$ cat src/rtl/irq_pending_ctrl_pkg.sv
// ============================================================================
// Module  : irq_pending_ctrl_pkg
// Brief   : Shared sizes and FSM state encodings for the interrupt pending controller.
// Revision: 1.0 - initial release
// ============================================================================
`default_nettype none

package irq_pending_ctrl_pkg;

  localparam int N_SRC = 4;
  localparam int ID_W  = 2;

  typedef enum logic [1:0] {
    IDLE    = 2'd0,
    PRESENT = 2'd1,
    GAP     = 2'd2
  } state_e;

endpackage

`default_nettype wire

$ cat src/rtl/irq_edge_detect.sv
// ============================================================================
// Module  : irq_edge_detect
// Brief   : Per-source set generation, rising-edge or level depending on EDGE_MODE.
// Revision: 1.0 - initial release
// ============================================================================
`default_nettype none

module irq_edge_detect
  import irq_pending_ctrl_pkg::*;
#(
  parameter int EDGE_MODE = 1
) (
  input  logic             clk,
  input  logic             rst,
  input  logic [N_SRC-1:0] irq_in,
  output logic [N_SRC-1:0] irq_set
);

  logic [N_SRC-1:0] prev_irq_d;
  logic [N_SRC-1:0] prev_irq_q;

  always_comb begin
    prev_irq_d = irq_in;
  end

  // Clearing to zero on reset makes a line held high across reset release look like a fresh edge.
  always_ff @(posedge clk) begin
    if (rst) begin
      prev_irq_q <= '0;
    end else begin
      prev_irq_q <= prev_irq_d;
    end
  end

  generate
    if (EDGE_MODE != 0) begin : g_edge
      assign irq_set = irq_in & ~prev_irq_q;
    end else begin : g_level
      assign irq_set = irq_in;
    end
  endgenerate

endmodule

`default_nettype wire

$ cat src/rtl/irq_pending_ctrl.sv
// ============================================================================
// Module  : irq_pending_ctrl
// Brief   : Pending-flag interrupt controller with fixed priority and ack handshake.
// Revision: 1.0 - initial release
// ============================================================================
`default_nettype none

module irq_pending_ctrl
  import irq_pending_ctrl_pkg::*;
#(
  parameter int EDGE_MODE = 1
) (
  input  logic             clk,
  input  logic             rst,
  input  logic [N_SRC-1:0] irq_in,
  input  logic [N_SRC-1:0] mask,
  input  logic             ack,
  output logic             irq_valid,
  output logic [ID_W-1:0]  irq_id,
  output logic [N_SRC-1:0] pending
);

  state_e           state_d,     state_q;
  logic [N_SRC-1:0] pending_d,   pending_q;
  logic [ID_W-1:0]  irq_id_d,    irq_id_q;
  logic             irq_valid_d, irq_valid_q;

  logic [N_SRC-1:0] irq_set;
  logic [N_SRC-1:0] enabled;
  logic             sel_any;
  logic [ID_W-1:0]  sel_id;
  logic [N_SRC-1:0] clr;

  irq_edge_detect #(
    .EDGE_MODE (EDGE_MODE)
  ) u_edge (
    .clk     (clk),
    .rst     (rst),
    .irq_in  (irq_in),
    .irq_set (irq_set)
  );

  // Ascending scan so the highest enabled index is the last one written.
  always_comb begin
    enabled = pending_q & mask;
    sel_any = |enabled;
    sel_id  = '0;
    for (int i = 0; i < N_SRC; i++) begin
      if (enabled[i]) begin
        sel_id = ID_W'(i);
      end
    end
  end

  always_comb begin
    state_d     = state_q;
    irq_id_d    = irq_id_q;
    irq_valid_d = irq_valid_q;
    clr         = '0;
    case (state_q)
      IDLE: begin
        irq_valid_d = 1'b0;
        if (sel_any) begin
          irq_id_d    = sel_id;
          irq_valid_d = 1'b1;
          state_d     = PRESENT;
        end
      end
      PRESENT: begin
        if (ack) begin
          clr         = N_SRC'(1) << irq_id_q;
          irq_valid_d = 1'b0;
          state_d     = GAP;
        end
      end
      GAP: begin
        irq_valid_d = 1'b0;
        state_d     = IDLE;
      end
      default: begin
        irq_valid_d = 1'b0;
        state_d     = IDLE;
      end
    endcase
    // New sets are ORed after the clear so a coincident set survives the ack.
    pending_d = (pending_q & ~clr) | irq_set;
  end

  always_ff @(posedge clk) begin
    if (rst) begin
      state_q     <= IDLE;
      pending_q   <= '0;
      irq_id_q    <= '0;
      irq_valid_q <= 1'b0;
    end else begin
      state_q     <= state_d;
      pending_q   <= pending_d;
      irq_id_q    <= irq_id_d;
      irq_valid_q <= irq_valid_d;
    end
  end

  assign irq_valid = irq_valid_q;
  assign irq_id    = irq_id_q;
  assign pending   = pending_q;

endmodule

`default_nettype wire
$ cat config.mk
export PLATFORM = sky130hd
export DESIGN_NAME = irq_pending_ctrl
export DESIGN_NICKNAME = d
export VERILOG_FILES = /design/src/rtl/irq_pending_ctrl_pkg.sv /design/src/rtl/irq_edge_detect.sv /design/src/rtl/irq_pending_ctrl.sv
export SDC_FILE = /design/constraint.sdc
export NUM_CORES = 1
export LEC_CHECK = 0
export ABC_AREA = 0
export BUFFER_PORTS_ARGS = -buffer_cell sky130_fd_sc_hd__buf_4
export CAP_MARGIN = 10
export CORE_AREA = 2 2 39 41
export CTS_CLUSTER_SIZE = 30
export DETAILED_ROUTE_END_ITERATION = 6
export DIE_AREA = 0 0 41 43
export PLACE_DENSITY = 0.74
export SYNTH_ARGS = -nofsm -noshare
export SYNTH_HDL_FRONTEND = slang
export SYNTH_HIERARCHICAL = 1
export SYNTH_SLANG_ARGS = --single-unit
export TNS_END_PERCENT = 20
$ cat constraint.sdc
create_clock -name clk -period 2.6 [get_ports clk]
set_input_delay 0.13 -clock clk [delete_from_list [all_inputs] [get_ports clk]]
set_output_delay 0.13 -clock clk [all_outputs]
set_load 0.03 [all_outputs]
==> reports/metrics.cfg <==
[sta]
fmax_mhz=824
finalWorstSetupSlack_ps=1390
rsz0062_at_grt=no
fin_tns_setup_ps=0
worst_slew_pin_slew_ps=265
hold_slack_ps=71.1
finalCritPeriodShare_pct=46.7
maxSlewHeadroom_pct=82.2
clock_skew_ps=1.72
period_needed_ps=1210
finalSetupViolCount=0
drv_slew=0
hold_viol_final=0

[setup_path]
crit_family=compound AO/OA/AOI/OAI gates
critPathSlowestCell=dfxtp_1
setup.worst_path.class=reg2reg
timing.rr.end=irq_id[0]
max_stage_delay_ps=380
ff2ff_setup_slack_ps=1390
crit_required_ps=2800
critPathCaptureType=register
start_kind=register
r2r-start=pending[0]
crit_path_max_fanout=4
cp_cell_sequence=a22oi_1 -> a211o_2 -> a221oi_2
crit_arrival_ps=1410
r2r_cells=3
worst-path-buf-inv=0

[yosys]
yosys.area.top_type=dfxtp_1
synth.most_common_cell=dfxtp_1
ys_seq_area_share_pct=49.6
netlist_area_um2=524
synth_cell_type_count=21
syn_area_per_cell_um2=9.71
synth_top_area_share_pct=49.6
synthCells=54
ys_top_cells_by_count=13 x dfxtp_1, 5 x a21oi_1, 5 x nor2_1
yosys-top-cells-area=dfxtp_1 50%, nor2b_2 6.7%, a21oi_1 4.8%
synth_ff_type=dfxtp_1
synth-edff-count=0
synth-seq-cells=13
yosys_warnings=6
synth-async-reset-ratio_pct=0
syn_nets=65

[cts]
post_cts_buffers=0
hold_buffers=0
cts_resized=0
clock_sinks=13
cts_made_buffers=3
clkTransAtPathRegs_ps=70
htreeDepth=1
cts_tree=yes
clock_latency_ps=270
ctsLongestPathBuffers=2
cts-root-buf=clkbuf_4

[global_route]
grt_max_degree=14
use_met3_pct=3.66
grt_pass1_vias=435
use_met2_pct=22.5
gr-usage-met1_pct=17.3
grt-ovfl-total=0
grt_first_pass_wirelength_um=1780
grt_usage_pct=15.4
busiest_layer=met2
antenna_found_initial=0

[drt]
first_pass_iters=4
drt_wl_total_um=1080
routed_via_density=5.06
wl_per_cell_um=12.0
antenna_left=0
drc=0
vias=455
drt_iter0_drc=6

[die]
coreArea_mm2=0.00138
pin_count=18
fp-row-count=14
dieArea_mm2=0.00176
die_y_um=43
initial_core_util_pct=37.9
die_w_um=41

[finish]
fin_area_um2=694
final_core_util_pct=50.2
final_cells=90
layout-drive-gt1-share_pct=35.1
diodes=0
area_growth_pct=32.5
final_nets=86

[worst_hold_path]
hold_depth=2
hp-start=irq_in[1]
hp-class=in2reg
hold_end=u_edge/prev_irq_q[1]

[run_status]
status=finished, final reports clean

[placement]
dp_slack_ps=1410
port-buffer-count=17
dp_cells=86
gp_congestion=0.662
placed_area_um2=668
dpl.hpwl_um=848

[power_and_ir_drop]
p_total_uw=449
p_leak_nw=0.293
power_density_mw_per_mm2=646
peakVddDrop_v=0.000238

[run]
drv_cap=0

==> worst reg2reg max path: stages, from the launching register on <==
cell      delay [ps]
dfxtp_1          380
a22oi_1          130
a211o_2          380
a221oi_2         250
==> layer usage <==
| metal | part of all wire [%] | vias to the layer above |
|---|---|---|
| met4 | 3.8 | 0 |
| li1 | - | 231 |
| met3 | 6.9 | 4 |
| met5 | 0 | - |
| met2 | 46 | 15 |
| met1 | 43 | 205 |
==> flip-flops by register name, summed over array words and instances, names as in the netlist <==
signal and count:
pending 4, state_q 2, irq_valid 1, irq_id 2
u_edge/prev_irq_q 4
==> logic make-up (layout without fill, tap and decap cells) <==
logic type | after synthesis | in the layout | synth area share [%]
AO/OA/AOI/OAI | 16 | 16 | 23.4
buffers and inverters | 5 | 25 | 3.58
AND/OR/NAND/NOR | 20 | 20 | 23.4
flip-flops | 13 | 13 | 49.6
==> worst max-delay path by stage <==
stage                from        end  slack (ps)  cells after the start
6_report       pending[0]  irq_id[0]        1390                      3
5_1_grt        pending[0]  irq_id[0]        1330                      3
4_1_cts        pending[0]  irq_id[0]        1390                      3
3_5_place_dp   pending[0]  irq_id[0]        1410                      3
3_3_place_gp   pending[0]  irq_id[0]        1450                      3
2_1_floorplan  pending[0]  irq_id[0]        1230                      3
==> where the power goes <==
group | leakage [nW] | internal (mW) | switching (mW)
Combinational | 0.170 | 0.0449 | 0.0500
Clock | 0.0150 | 0.0595 | 0.0622
Sequential | 0.108 | 0.216 | 0.0163
Total | 0.293 | 0.320 | 0.128
==> final cells by class <==
class,instances,area [um2]
repair buffers,17,128
clock buffers,4,26.3
flip-flops and latches,13,260
multi-input cells,36,245
inverters,4,15.0
fillers,132,689
well taps,16,20.0
==> cell usage in the layout, fill, tap and decap left out, types with 2 or more instances in the layout <==
cell type	n
nor2b_1	4
inv_1	4
buf_4	17
o21ai_0	2
dfxtp_1	13
a21oi_1	5
nor2b_2	4
o41a_1	2
clkbuf_4	3
a22oi_1	2
nor2_1	5
nand2_1	2
(Power assumes the default switching activity.)
